**src/rtl/percept_cmd_decoder.sv**
```systemverilog
// Bit-serial command decoder for a perceptron node: start bit, address, opcode, then a fixed execute window.
// Optional parity bit after the opcode when PERCEPT_CMD_PARITY_EN is defined. Requires ADDR_W >= 2 and OP_W >= 2.
module percept_cmd_decoder #(
  parameter int unsigned ADDR_W   = 8,
  parameter int unsigned OP_W     = 3,
  parameter int unsigned EXEC_LEN = 3,
  parameter int unsigned BCAST_EN = 1
) (
  input  logic              clk,
  input  logic              nRst,
  input  logic [ADDR_W-1:0] address,
  input  logic              rx,
  output logic [OP_W-1:0]   opcode,
  output logic              op_valid,
  output logic              busy,
  output logic              parity_err
);

`ifdef PERCEPT_CMD_PARITY_EN
  localparam int unsigned SKIP_LOAD = OP_W;
  localparam int unsigned SR_W      = ADDR_W + OP_W;
`else
  localparam int unsigned SKIP_LOAD = OP_W - 1;
  localparam int unsigned SR_W      = ((ADDR_W > OP_W) ? ADDR_W : OP_W) - 1;
`endif
  localparam int unsigned CNT_M1  = ((ADDR_W - 1) > SKIP_LOAD) ? (ADDR_W - 1) : SKIP_LOAD;
  localparam int unsigned CNT_MAX = (CNT_M1 > (EXEC_LEN - 1)) ? CNT_M1 : (EXEC_LEN - 1);
  localparam int unsigned CNT_W   = (CNT_MAX < 2) ? 1 : $clog2(CNT_MAX + 1);

`ifdef PERCEPT_CMD_PARITY_EN
  typedef enum logic [2:0] {S_IDLE, S_ADDR, S_OP, S_PAR, S_EXEC, S_SKIP} state_t;
`else
  typedef enum logic [2:0] {S_IDLE, S_ADDR, S_OP, S_EXEC, S_SKIP} state_t;
`endif

  state_t            r_state;
  logic [SR_W-1:0]   r_sr;
  logic [CNT_W-1:0]  r_cnt;
  logic [OP_W-1:0]   r_opcode;
  logic              r_op_valid;
  logic              r_busy;
  logic              r_parity_err;

  logic [SR_W-1:0]   w_sr_next;
  logic [ADDR_W-1:0] w_addr_rx;
  logic              w_hit;
  logic              w_cnt_zero;
`ifdef PERCEPT_CMD_PARITY_EN
  logic              w_par_ok;
  logic [OP_W-1:0]   w_op_par;
`else
  logic [OP_W-1:0]   w_op_rx;
`endif

  // Value including the bit being sampled on this edge
  assign w_sr_next  = (r_sr << 1) | SR_W'(rx);
  assign w_addr_rx  = {r_sr[ADDR_W-2:0], rx};
  assign w_hit      = (w_addr_rx == address) || ((BCAST_EN != 0) && (&w_addr_rx));
  assign w_cnt_zero = (r_cnt == '0);
`ifdef PERCEPT_CMD_PARITY_EN
  // Shift register holds address and opcode in full while the parity bit arrives
  assign w_par_ok   = ~(^{r_sr, rx});
  assign w_op_par   = r_sr[OP_W-1:0];
`else
  assign w_op_rx    = {r_sr[OP_W-2:0], rx};
`endif

  always_ff @(posedge clk or negedge nRst) begin
    if (!nRst) begin
      r_state      <= S_IDLE;
      r_sr         <= '0;
      r_cnt        <= '0;
      r_opcode     <= '1;
      r_op_valid   <= 1'b0;
      r_busy       <= 1'b0;
      r_parity_err <= 1'b0;
    end else begin
      r_op_valid   <= 1'b0;
      r_parity_err <= 1'b0;
      case (r_state)
        S_IDLE: begin
          if (!rx) begin
            r_state <= S_ADDR;
            r_cnt   <= CNT_W'(ADDR_W - 1);
            r_busy  <= 1'b1;
          end
        end
        S_ADDR: begin
          r_sr <= w_sr_next;
          if (w_cnt_zero) begin
            if (w_hit) begin
              r_state <= S_OP;
              r_cnt   <= CNT_W'(OP_W - 1);
            end else begin
              r_state <= S_SKIP;
              r_cnt   <= CNT_W'(SKIP_LOAD);
            end
          end else begin
            r_cnt <= r_cnt - CNT_W'(1);
          end
        end
        S_OP: begin
          r_sr <= w_sr_next;
          if (w_cnt_zero) begin
`ifdef PERCEPT_CMD_PARITY_EN
            r_state <= S_PAR;
`else
            if (&w_op_rx) begin
              r_state <= S_IDLE;
              r_busy  <= 1'b0;
            end else begin
              r_state    <= S_EXEC;
              r_opcode   <= w_op_rx;
              r_op_valid <= 1'b1;
              r_cnt      <= CNT_W'(EXEC_LEN - 1);
            end
`endif
          end else begin
            r_cnt <= r_cnt - CNT_W'(1);
          end
        end
`ifdef PERCEPT_CMD_PARITY_EN
        // NOP frames pass through here unchecked so frame length stays fixed
        S_PAR: begin
          if (&w_op_par) begin
            r_state <= S_IDLE;
            r_busy  <= 1'b0;
          end else if (w_par_ok) begin
            r_state    <= S_EXEC;
            r_opcode   <= w_op_par;
            r_op_valid <= 1'b1;
            r_cnt      <= CNT_W'(EXEC_LEN - 1);
          end else begin
            r_state      <= S_IDLE;
            r_busy       <= 1'b0;
            r_parity_err <= 1'b1;
          end
        end
`endif
        S_EXEC: begin
          if (w_cnt_zero) begin
            r_state  <= S_IDLE;
            r_opcode <= '1;
            r_busy   <= 1'b0;
          end else begin
            r_cnt <= r_cnt - CNT_W'(1);
          end
        end
        // Foreign frame tail is ignored so its bits never look like a start bit
        S_SKIP: begin
          if (w_cnt_zero) begin
            r_state <= S_IDLE;
            r_busy  <= 1'b0;
          end else begin
            r_cnt <= r_cnt - CNT_W'(1);
          end
        end
        default: begin
          r_state  <= S_IDLE;
          r_opcode <= '1;
          r_busy   <= 1'b0;
        end
      endcase
    end
  end

  assign opcode     = r_opcode;
  assign op_valid   = r_op_valid;
  assign busy       = r_busy;
  assign parity_err = r_parity_err;

endmodule
```
**config.mk**
```make
export PLATFORM = sky130hd
export DESIGN_NAME = percept_cmd_decoder
export DESIGN_NICKNAME = d
export VERILOG_FILES = /design/src/rtl/percept_cmd_decoder.sv
export SDC_FILE = /design/constraint.sdc
export NUM_CORES = 1
export LEC_CHECK = 0
export BUFFER_PORTS_ARGS = -buffer_cell sky130_fd_sc_hd__buf_2
export CAP_MARGIN = 40
export CORE_ASPECT_RATIO = 0.6
export CORE_UTILIZATION = 30
export DETAILED_ROUTE_END_ITERATION = 7
export GPL_ROUTABILITY_DRIVEN = 1
export PLACE_DENSITY = 0.45
export RECOVER_POWER = 100
export SLEW_MARGIN = 40
export SYNTH_ARGS = -nofsm -noshare
export SYNTH_HDL_FRONTEND = slang
export SYNTH_SLANG_ARGS = --single-unit
```
**constraint.sdc**
```tcl
create_clock -name clk -period 4.84 [get_ports clk]
set_input_delay 0.484 -clock clk [delete_from_list [all_inputs] [get_ports clk]]
set_output_delay 0.484 -clock clk [all_outputs]
set_load 0.005 [all_outputs]
```
Yosys cells after proc, flatten, opt, wreduce, memory -nomap -nowiden
Cells that the tools add are included.

Add/sub/neg operators: 1. Equality and inequality tests: 14. Muxes and demuxes: 25. Bitwise gates (word level): 3. Reductions and logical operators: 13.

Operator list (number): 3-bit two-way mux (13); 3-bit one-hot mux with 4 select lines (2); 2-bit != test (second input constant) (7); 4-bit AND reduction (3); 3-bit one-hot mux with 3 select lines (1); 8-bit equality test (1); 8-bit AND reduction (1); 1-bit two-way mux (7); 7-bit by 1-bit bitwise OR with 7-bit output (1); 3-bit by 2-bit equality test with 1-bit output (second input constant) (2); 3-bit zero test (2); 5-bit AND reduction (1); 1-bit one-hot mux with 4 select lines (1); 4-bit nonzero test (1); 2-bit OR reduction (2); 3-bit by 1-bit equality test with 1-bit output (second input constant) (1); 3-bit equality test (second input constant) (1); 3-bit != test (second input constant) (1); 3-bit AND reduction (1); 3-bit OR reduction (1); 3-bit by 1-bit subtractor with 3-bit output (second input constant) (1); 2-bit two-way mux (1); 2-bit by 1-bit != test with 1-bit output (second input constant) (1); 1-bit NOT (2); 1-bit logical OR (1).

Register bits after elaboration: 18. Output and inout port bits: 6.

Logic depth before layout (Yosys ltp)
Gate-level depths: netlist of the first run.

Depth after elaboration: 5. Depth in mapped cells: 7. Gate-level depth less buffers: 6.

Worst setup path before layout of the first run
No wires, ideal clock.

Path type: register -> register. From: register r_cnt[0]. To: register r_cnt[1]. Library setup time: 0.079 ns. Arrival time: 1.439 ns. Data required time: 4.761 ns. Slack: 3.321 ns. Cell stages (with the launch flop): 8. Path buffers: 1. Cells stage by stage: dfrtp_1 -> inv_1 -> ha_1 -> nor2b_1 -> buf_4 -> mux2i_2 -> a211oi_4 -> mux2i_1.

Cells in the longest elaborated chain, start to end: 3. Elaborated cells on any way between the ends: 9.

RTL lines: start: declaration (line 38) `logic [CNT_W-1:0] r_cnt;`; start signal: assignment (line 84) `r_cnt <= CNT_W'(ADDR_W - 1);`; start signal: assignment (line 93) `r_cnt <= CNT_W'(OP_W - 1);`; start signal: assignment (line 96) `r_cnt <= CNT_W'(SKIP_LOAD);`; 3-bit by 1-bit subtractor with 3-bit output / 3-bit zero test (equally long branches); 3-bit two-way mux (tied with other cells) (line 141, 151); 3-bit one-hot mux with 4 select lines / 4-bit AND reduction (equally long branches).

Parallel ways exist; a longest one is shown, timed or not. The select of a mux whose other input is x is not followed. A chain may end at the register's enable or synchronous reset.

Worst setup path in the final report of the first run
Same ends and word-level chain as after synthesis.

==> reports/results.tsv, run 1 <==
metric	value	unit
area of the multi-input gates	592	sq um
H-tree levels	1	
setup TNS	0	ns
part of the power in combinational logic	40.7	%
Clock Pin Slew Worst Setup and Hold Paths	0.07	ns
Post-synth EDFFs	0	
fin crit share	44.6	%
Synth cell types	44	
Area after DPL	1240	sq um
kind of critical path	flip-flop to flip-flop	
most frequent cells in the layout	dfrtp_1 (15), buf_2 (12), nor2_1 (8), xor2_1 (8), mux2_1 (7)	
worst path cell trace	inv_1, ha_1, nor2b_1, mux2i_2, a211oi_1, mux2i_1	
Slew @ Worst Pin	1.01	ns
Avg Inst Size Synth	10.5	sq um
wire per inst	14.2	microns
DR iter-0 viols	59	
clock tree buffer depth	2	
synthesized cell area	1170	sq um
worst hold path class	input port to async pin	
First-pass DRT Iterations	4	
endpoint class of the critical path	flip-flop	
utilization after layout	33.4	%
PortBufs	15	
Final Max Tran Viols	0	
Seq cells post-synth	18	
CP Buf/Inv Count	1	
Ports	17	
total of max-cap violations	0	
most common cell after layout, fill and taps aside	dfrtp_1	
vias in the first global route	809	
gpl congestion	0.796	
Worst Clk Skew	0.00802	ns
die area	4180	sq um
Crit Path Max Fanout	9	
cell taking the most area after synthesis	dfrtp_1	
CP delay by family, top	simple AND/OR/NAND/NOR gates	
initial antenna violation count	0	
Final #Nets	136	
hold buffers post-CTS	0	
Post-synth ARST share	100	%
diodes inserted	0	
area share of the largest cell type after synthesis	31.9	%
antenna-violating nets left	0	
reg2reg setup slack	2.68	ns
crit path capture	r_cnt[1]	
Die X-Extent	82.8	microns
largest net degree at the start of global routing	20	
yosys warns	0	
Final setup viols	0	
Tmin final	2.16	ns
CP Launch Type	flip-flop	
CTS tree	built	
post-DP HPWL	1810	microns
Power Internal	0.417	mW
cts bufs inserted	3	
layout cells sized above 1	14.8	%
Die Y	50.5	microns
Worst R2R Path Depth	6	
CP startpoint	r_cnt[0]	
register area share after synthesis	38.7	%
Post-CTS Resized	0	
Clock power frac	15.5	%
Static Leak	0.511	nW
relative slew slack	32.5	%
Reg area	454	sq um
Initial Util	31.7	%
gr usage total	13.7	%
ranking of synthesized cells by area	dfrtp_1 (32%), dfstp_2 (6.7%), mux2_1 (6.7%), xor2_1 (6.0%), buf_4 (3.8%)	
Worst EP arrival	2.34	ns
outcome	complete, no violations	
Reg-to-Reg Start	r_cnt[0]	
PwrDens	559	nW/um^2
Core ar.	3700	sq um
Via-to-Cell Ratio	5.06	
post-route cell area	1240	sq um
# DRC	0	
Reg-to-Reg End	r_cnt[1]	
routed vias	855	
first-pass GRT wire length	4200	microns
Seq pwr share	43.8	%
Fin. Hold Viols	0	
syn_nets	125	
CTS root buf	clkbuf_8	
RSZ-0062 raised after global routing	false	
clock sink count	18	
Post-CTS Repair Setup Buffers	0	
grt ovf	0	
routed wire length	2400	microns
Max IR drop VDD	0.168	mV
Critical Path RT	5.02	ns
CP Depth	6	
num rows	17	
# fillers	406	
Psw	0.274	mW
Max stage delay on crit path	0.52	ns
Primary FF master, synth	dfrtp_1	
worst skew pair latency	0.26	ns
Max Clk Rate	0.463	GHz
area delta synth->final	5.22	%
Sw Share	39.6	%
slowest CP cell	nor2b_1	
post-synthesis instance total	112	
==> power groups by stage <==
| stage | sequential, mW | clock, mW | combinational [mW] |
|---|---|---|---|
| final | 0.302 | 0.107 | 0.281 |
| after global routing | 0.317 | 0.120 | 0.318 |
| after CTS | 0.308 | 0.114 | 0.306 |
| after detailed placement | 0.310 | 0 | 0.304 |
| after global placement | 0.309 | 0 | 0.303 |
| after floorplan | 0.266 | 0 | 0.280 |
==> kinds of logic after synthesis <==
logic type | Yosys count | share of synthesized area, %
adders and majority gates | 2 | 2.13
xor gates and xnor gates | 9 | 7.35
DFF | 18 | 38.7
buffers and inverters | 13 | 6.92
AOI/OAI and AO/OA | 28 | 18.3
other | 1 | 0.319
and+or+nand+nor | 30 | 15.9
muxes | 11 | 10.4
==> state kept, by name, indices dropped and copies added (netlist names) <==
signal,flops
busy,1
op_valid,1
opcode,3
r_cnt,3
r_sr,7
r_state,3
==> metrics by stage <==
step / hold WS [ns] / worst slack (ns) / cells / power (mW)
floorplan: 0.188 / 3.32 / 112 / 0.546
global placement: 0.441 / 2.86 / 165 / 0.612
detailed placement: 0.446 / 2.75 / 165 / 0.615
CTS: 0.162 / 2.74 / 169 / 0.728
global route: 0.454 / 2.49 / 169 / 0.755
finish: 0.375 / 2.68 / 169 / 0.691
==> how the worst min path moves through the flow <==
stage	from	endpoint	slack, ns
after floorplan	nRst	busy	0.19
after global placement	nRst	r_cnt[2]	0.44
after detailed placement	nRst	r_cnt[0]	0.45
after CTS	nRst	r_cnt[0]	0.16
after global routing	nRst	r_cnt[2]	0.45
final	nRst	r_cnt[0]	0.37
==> per-layer routing <==
metal  global-route usage [%]  vias to the layer above  wire length [microns]
li1                         -                      418                      -
met5                        0                        -                      0
met4                     2.59                        0                     13
met2                     18.0                       12                    990
met3                     4.18                        2                     80
met1                     21.6                      423                   1310
==> cell usage after synthesis (all sizes together), types with 2 or more instances <==
master,instances
xor2,8
and2,2
ha,2
o21ai,6
mux2i,4
nor2b,4
dfstp,3
a211oi,4
nor2,8
inv,4
nor4,3
a21oi,3
mux2,7
and3,4
buf,9
dfrtp,15
nand2,4
o22a,5
a31oi,3
==> area by class of cell <==
type                       instances  area share [%]
inverter                           4            1.21
multi-input combinational         81            47.9
timing repair buffer              15            5.77
clock buffer                       4            3.64
sequential                        18            36.7
tap                               47            4.76
(Power assumes the default switching activity.)
==> run 2, diff against run 1 <==
--- a/config.mk
+++ b/config.mk
@@ -5,6 +5,7 @@
 export SDC_FILE = /design/constraint.sdc
 export NUM_CORES = 1
 export LEC_CHECK = 0
+export ABC_AREA = 1
 export BUFFER_PORTS_ARGS = -buffer_cell sky130_fd_sc_hd__buf_2
 export CAP_MARGIN = 40
 export CORE_ASPECT_RATIO = 0.6
==> constraint.sdc (replaced) <==
create_clock -name clk -period 2.2 [get_ports clk]
set_input_delay 0.22 -clock clk [delete_from_list [all_inputs] [get_ports clk]]
set_output_delay 0.22 -clock clk [all_outputs]
set_load 0.005 [all_outputs]
==> run 2 against run 1 <==
  * Core utilization up 4.2 points
  * Routed wire length up 6.8%
  * Critical endpoint unchanged
  * Hold slack worse by 0.11 ns
  * Critical path type unchanged
  * Clock skew down 0.0017 ns
  * Maximum frequency up 22%
  * Cell count up 35%
  * Sequential power up 82%
==> reports/results.tsv, run 2 <==
metric	value	unit	change
Primary FF master, synth	dfrtp_1		unchanged
Post-CTS Repair Setup Buffers	0		unchanged
synthesized cell area	1120	sq um	was 1170 sq um
CP Depth	7		was 6
Ports	17		unchanged
wire per inst	11.2	microns	was 14.2 microns
routed vias	998		was 855
initial antenna violation count	0		unchanged
non-filler cells, final	228		was 169
Reg with most FFs	r_sr		unchanged
# fillers	387		was 406
clock sink count	18		unchanged
Post-synth EDFFs	0		unchanged
most used cell, CP	nand2_1		
PwrDens	1160	nW/um^2	was 559 nW/um^2
grt ovf	0		unchanged
slowest CP cell	clkbuf_1		was nor2b_1
register area share after synthesis	40.5	%	was 38.7%
Worst R2R Path Depth	7		was 6
Largest register FFs	7		unchanged
syn_nets	177		was 125
gpl congestion	0.816		was 0.796
Slew @ Worst Pin	1.02	ns	was 1.01 ns
CP Launch Type	flip-flop		unchanged
DR iter-0 viols	59		unchanged
Max IR drop VDD	0.377	mV	was 0.168 mV
Post-synth ARST share	100	%	unchanged
endpoint class of the critical path	flip-flop		unchanged
hold buffers post-CTS	1		was 0
gr usage total	14.9	%	was 13.7%
First-pass DRT Iterations	6		was 4
crit path capture	r_cnt[1]		unchanged
most frequent cells in the layout	nand2_1 (66), inv_1 (24), dfrtp_1 (15), buf_2 (14), nor2_1 (12)		was dfrtp_1 (15), buf_2 (12), nor2_1 (8), xor2_1 (8), mux2_1 (7)
Final Max Tran Viols	0		unchanged
Synth cell types	27		was 44
Cells after DPL	223		was 165
Max Clk Rate	0.565	GHz	was 0.463 GHz
routed wire length	2560	microns	was 2400 microns
Worst Clk Skew	0.00633	ns	was 0.00802 ns
Reg-to-Reg End	r_cnt[1]		unchanged
CP delay by family, top	buffers and inverters		was simple AND/OR/NAND/NOR gates
Core ar.	3400	sq um	was 3700 sq um
PnR Total Power	1.48	mW	was 0.691 mW
Worst EP arrival	1.89	ns	was 2.34 ns
Clock Pin Slew Worst Setup and Hold Paths	0.07	ns	about the same
# DRC	0		unchanged
Post-CTS Resized	0		unchanged
Fin. Hold Viols	0		unchanged
CTS root buf	clkbuf_8		unchanged
area delta synth->final	13.9	%	was 5.22%
PortBufs	15		unchanged
Tmin final	1.77	ns	was 2.16 ns
relative slew slack	32.0	%	was 32.5%
Final #Nets	197		was 136
post-DP HPWL	2000	microns	was 1810 microns
most common cell in the netlist	nand2_1		was dfrtp_1
Seq cells post-synth	18		unchanged
synth cell count leaders	nand2_1 (62), inv_1 (23), dfrtp_1 (15)		was dfrtp_1 (15), xor2_1 (8), mux2_1 (7), nor2_1 (7), buf_4 (6)
yosys warns	0		unchanged
H-tree levels	1		unchanged
Avg Inst Size Synth	6.84	sq um	was 10.5 sq um
Via-to-Cell Ratio	4.38		was 5.06
die area	4000	sq um	was 4180 sq um
first-pass GRT wire length	4310	microns	was 4200 microns
kind of critical path	flip-flop to flip-flop		unchanged
reg2reg setup slack	0.43	ns	was 2.68 ns
ranking of synthesized cells by area	dfrtp_1 (33%), nand2_1 (21%), inv_1 (7.7%), dfstp_2 (7.0%), o21ai_0 (4.0%)		was dfrtp_1 (32%), dfstp_2 (6.7%), mux2_1 (6.7%), xor2_1 (6.0%), buf_4 (3.8%)
Initial Util	33.0	%	was 31.7%
clock tree buffer depth	2		unchanged
Final setup viols	0		unchanged
vias in the first global route	916		was 809
outcome	complete, no violations		unchanged
largest net degree at the start of global routing	19		was 20
cell taking the most area after synthesis	dfrtp_1		unchanged
post-synthesis instance total	164		was 112
Max stage delay on crit path	0.51	ns	was 0.52 ns
Setup WS post-layout	0.430	ns	was 2.68 ns
worst hold path class	input port to flip-flop		was input port to async pin
total of max-cap violations	0		unchanged
Die Y	49.4	microns	was 50.5 microns
Static Leak	0.695	nW	was 0.511 nW
area share of the largest cell type after synthesis	33.4	%	was 31.9%
antenna-violating nets left	0		unchanged
CP Buf/Inv Count	2		was 1
CP startpoint	r_state[1]		was r_cnt[0]
most common cell after layout, fill and taps aside	nand2_1		was dfrtp_1
cts bufs inserted	3		unchanged
Crit Path Max Fanout	15		was 9
hold slack	0.268	ns	was 0.375 ns
fin crit share	80.4	%	was 44.6%
diodes inserted	0		unchanged
RSZ-0062 raised after global routing	false		unchanged
worst path cell trace	inv_1, nand2_1, nand3_1, clkbuf_1, o211ai_1, nand2_1, o21ai_0		was inv_1, ha_1, nor2b_1, mux2i_2, a211oi_1, mux2i_1
layout cells sized above 1	10.9	%	was 14.8%
setup TNS	0	ns	unchanged
Critical Path RT	2.32	ns	was 5.02 ns
CTS tree	built		unchanged
worst skew pair latency	0.26	ns	about the same
Reg-to-Reg Start	r_state[1]		was r_cnt[0]
Die X-Extent	81.0	microns	was 82.8 microns
pre-CTS setup slack	0.616	ns	was 2.75 ns
num rows	16		was 17
run 2: cell types whose count changed after synthesis, moves of 5 or more:
cell / before / now
buf_4: 6 / 1
nand2_1: 4 / 62
xor2_1: 8 / 2
inv_1: 3 / 23
o21ai_0: 4 / 9
o22a_1: 5 / 0
mux2_1: 7 / 0
run 2: layout make-up:
type | instances | area (sq um) | share of cell area [%]
Timing Repair Buffer | 17 | 87.6 | 6.85
Multi-Input combinational cell | 118 | 538 | 42.1
Inverter | 26 | 97.6 | 7.63
Clock buffer | 4 | 45.0 | 3.52
Tap cell | 45 | 56.3 | 4.40
Sequential cell | 18 | 454 | 35.5
run 2: metal layers:
metal | vias up | track usage (%) | wire length (microns)
li1 | 539 | - | -
met1 | 433 | 21.9 | 1470
met2 | 24 | 20.6 | 931
met3 | 2 | 5.05 | 141
met4 | 0 | 3.57 | 16
met5 | - | 0 | 0
run 2: worst min-delay path by stage:
stage,start,end,slack (ns),cells after the start
4_1_cts,rx,opcode[0],0.26,3
3_5_place_dp,nRst,r_sr[2],0.19,1
5_1_grt,rx,opcode[0],0.29,3
3_3_place_gp,nRst,r_sr[2],0.19,1
6_report,rx,opcode[0],0.27,3
2_1_floorplan,nRst,busy,-0.08,0
run 2: worst register-to-register path, stage by stage, from the launching register on:
cell,delay (ns)
dfrtp_1,0.41
inv_1,0.16
nand2_1,0.12
nand3_1,0.11
clkbuf_1,0.51
o211ai_1,0.15
nand2_1,0.09
o21ai_0,0.08
run 2: metrics by stage:
step | utilization [%] | instance area [sq um]
floorplan | - | 1120
global placement | 36.7 | 1250
detailed placement | 36.7 | 1250
CTS | 38.3 | 1310
global route | 37.6 | 1280
finish | 37.6 | 1280
run 2: cell families after synthesis:
| logic type | count (synthesis) | share of synthesized area (%) |
|---|---|---|
| compound gates | 21 | 10.1 |
| flops | 18 | 40.5 |
| other cells | 1 | 0.334 |
| simple gates | 90 | 34.0 |
| xor+xnor | 4 | 3.12 |
| fa+ha+maj | 2 | 2.23 |
| buf+inv | 28 | 9.70 |
run 2: power by group:
group          switching [mW]  total, mW  internal, mW
Sequential              0.105      0.549         0.444
Combinational           0.450      0.689         0.239
Clock                   0.114      0.242         0.129
==> run 3, diff against run 2 <==
--- a/config.mk
+++ b/config.mk
@@ -12,7 +12,7 @@
 export CORE_UTILIZATION = 30
 export DETAILED_ROUTE_END_ITERATION = 7
 export GPL_ROUTABILITY_DRIVEN = 1
-export PLACE_DENSITY = 0.45
+export PLACE_DENSITY = 0.47
 export RECOVER_POWER = 100
 export SLEW_MARGIN = 40
 export SYNTH_ARGS = -nofsm -noshare
==> constraint.sdc (replaced) <==
create_clock -name clk -period 1.5 [get_ports clk]
set_input_delay 0.15 -clock clk [delete_from_list [all_inputs] [get_ports clk]]
set_output_delay 0.15 -clock clk [all_outputs]
set_load 0.005 [all_outputs]
==> run 3 against run 2 <==
  * First-iteration DRC count is 8.5% lower
  * Critical endpoint is now opcode[1]
  * Largest cell class unchanged
  * Worst setup slack got worse by 0.32 ns
  * Via count grew 2.7%
  * Hold slack worse by 0.077 ns
  * Count of clock-buffer cells in the layout did not move
  * Combinational power up 70%
  * Highest routed layer unchanged
==> reports/results.tsv, run 3 (synthesis results as in run 2) <==
metric	value	unit	change
First-pass DRT Iterations	4		was 6
Via-to-Cell Ratio	4.38		about the same
most common cell after layout, fill and taps aside	nand2_1		unchanged
Die X-Extent	81.0	microns	unchanged
clock sink count	18		unchanged
largest net degree at the start of global routing	19		unchanged
met3 WL	190	microns	was 141 microns
Initial Util	33.0	%	unchanged
cts bufs inserted	3		unchanged
WL met2	930	microns	was 931 microns
worst hold path class	input port to flip-flop		unchanged
Ports	17		unchanged
num rows	16		unchanged
DR iter-0 viols	54		was 59
Power Internal	1.28	mW	was 0.812 mW
Final setup viols	0		unchanged
Reg-to-Reg End	opcode[1]		was r_cnt[1]
Fin. Hold Viols	0		unchanged
Reg-to-Reg Start	r_cnt[0]		was r_state[1]
most frequent cells in the layout	nand2_1 (60), inv_1 (20), buf_2 (14), dfrtp_1 (13), nor2_1 (11)		was nand2_1 (66), inv_1 (24), dfrtp_1 (15), buf_2 (14), nor2_1 (12)
CP Buf/Inv Count	3		was 2
Max IR drop VDD	0.479	mV	was 0.377 mV
CTS tree	built		unchanged
diodes inserted	0		unchanged
die area	4000	sq um	unchanged
post-route cell area	1380	sq um	was 1280 sq um
worst path cell trace	inv_2, ha_4, inv_1, nor2_2, inv_2, o21ai_1, a21oi_1, a21oi_1		was inv_1, nand2_1, nand3_1, clkbuf_1, o211ai_1, nand2_1, o21ai_0
Max Clk Rate	0.721	GHz	was 0.565 GHz
Worst Hold End	opcode[0]		unchanged
RSZ-0062 raised after global routing	true		was false
area delta synth->final	22.7	%	was 13.9%
reg2reg setup slack	0.11	ns	was 0.43 ns
Die Y	49.4	microns	unchanged
Critical Path RT	1.68	ns	was 2.32 ns
post-DP HPWL	1900	microns	was 2000 microns
grt ovf	0		unchanged
Core ar.	3400	sq um	unchanged
Seq pwr share	35.3	%	was 37.1%
routed vias	1025		was 998
Final #Nets	203		was 197
wire per inst	10.6	microns	was 11.2 microns
Final Max Tran Viols	0		unchanged
Sw Share	45.1	%	was 45.2%
Tmin final	1.39	ns	was 1.77 ns
CTS root buf	clkbuf_8		unchanged
outcome	complete, no violations		unchanged
Clock power frac	14.9	%	was 16.4%
initial antenna violation count	0		unchanged
PortBufs	15		unchanged
Largest register FFs	7		unchanged
vias in the first global route	933		was 916
CP delay by family, top	compound AO/OA/AOI/OAI gates		was buffers and inverters
Worst Clk Skew	0.00319	ns	was 0.00633 ns
fin crit share	92.5	%	was 80.4%
Worst R2R Path Depth	8		was 7
Clock Pin Slew Worst Setup and Hold Paths	0.06	ns	was 0.07 ns
CP Launch Type	flip-flop		unchanged
part of the power in combinational logic	49.8	%	was 46.5%
start point of the worst hold path	rx		unchanged
total of max-cap violations	0		unchanged
Worst EP arrival	1.57	ns	was 1.89 ns
Static Leak	0.733	nW	was 0.695 nW
PwrDens	1700	nW/um^2	was 1160 nW/um^2
Routed met1 length	1350	microns	was 1470 microns
hold path depth	3		unchanged
kind of critical path	flip-flop to flip-flop		unchanged
setup TNS	0	ns	unchanged
first-pass GRT wire length	4440	microns	was 4310 microns
endpoint class of the critical path	flip-flop		unchanged
CP Depth	8		was 7
# DRC	0		unchanged
hold slack	0.191	ns	was 0.268 ns
routed wire length	2490	microns	was 2560 microns
slowest CP cell	dfrtp_1		was clkbuf_1
gpl congestion	0.843		was 0.816
clock tree buffer depth	2		unchanged
PnR Total Power	2.34	mW	was 1.48 mW
Max stage delay on crit path	0.37	ns	was 0.51 ns
Area after DPL	1270	sq um	was 1250 sq um
max layer used	met4		unchanged
worst skew pair latency	0.26	ns	about the same
Reg with most FFs	r_sr		unchanged
Crit Path Max Fanout	7		was 15
layout cells sized above 1	24.9	%	was 10.9%
Psw	1.06	mW	was 0.669 mW
antenna-violating nets left	0		unchanged
H-tree levels	1		unchanged
gr usage total	15.0	%	was 14.9%
run 3: cell count changes in the layout (fill, tap and decap cells not counted), moves of 2 or more:
cell / previous run / this run
nand2_2: 0 / 5
dfrtp_1: 15 / 13
dfstp_1: 3 / 0
buf_4: 0 / 6
o21ai_0: 11 / 8
nand2_1: 66 / 60
inv_1: 24 / 20
dfrtp_2: 0 / 2
inv_2: 2 / 6
dfstp_2: 0 / 3
o21ai_1: 0 / 3
run 3: how the worst max path moves through the flow:
stage,start,end,slack (ns)
after detailed placement,r_cnt[0],opcode[1],-0.05
after floorplan,r_cnt[0],opcode[0],0.14
final,r_cnt[0],opcode[1],0.11
after CTS,r_cnt[0],opcode[1],0.04
after global placement,r_cnt[0],opcode[0],0.04
after global routing,r_state[2],r_cnt[1],-0.02
run 3: cell type report:
type	count	area, sq um
clock buffers	4	45.0
flip-flops and latches	18	457
inverters	26	97.6
well taps	45	56.3
repair buffers	23	134
multi-input cells	118	588
fillers	359	2030
run 3: worst reg2reg max path: stages, from the launching register on:
cell     delay (ns)
dfrtp_1        0.37
inv_2          0.09
ha_4           0.13
inv_1          0.04
nor2_2         0.13
inv_2          0.09
o21ai_1        0.23
a21oi_1        0.11
a21oi_1        0.14
run 3: per-layer routing:
layer / vias to the layer above / GRT usage, %
met1: 439 / 22.9
met2: 27 / 19.7
li1: 555 / -
met5: - / 0
met4: 0 / 3.87
met3: 4 / 4.86
run 3: timing repair:
| action | in CTS | in global routing |
|---|---|---|
| gates resized for setup | 1 | 11 |
| hold buffers | 1 | 0 |
| cloned | 0 | 0 |
| setup buffers | 0 | 3 |
| pin swaps | 0 | 3 |
| setup endpoints to repair | 3 | 8 |
| hold endpoints to repair | 15 | 0 |
run 3: power by group through the flow:
stage          Clock [mW]  Sequential [mW]  Combinational, mW
2_1_floorplan           0            0.782              0.835
3_3_place_gp            0            0.817               1.08
3_5_place_dp            0            0.815               1.09
4_1_cts             0.369            0.809               1.09
5_1_grt             0.394            0.865               1.40
6_report            0.349            0.826               1.17
run 3: through the flow:
step	utilization, %	instances	setup slack [ns]
CTS	39.0	231	0.0367
global route	40.5	234	-0.0204
finish	40.5	234	0.112
floorplan	-	164	0.137
global placement	37.4	226	0.0435
detailed placement	37.4	226	-0.0509
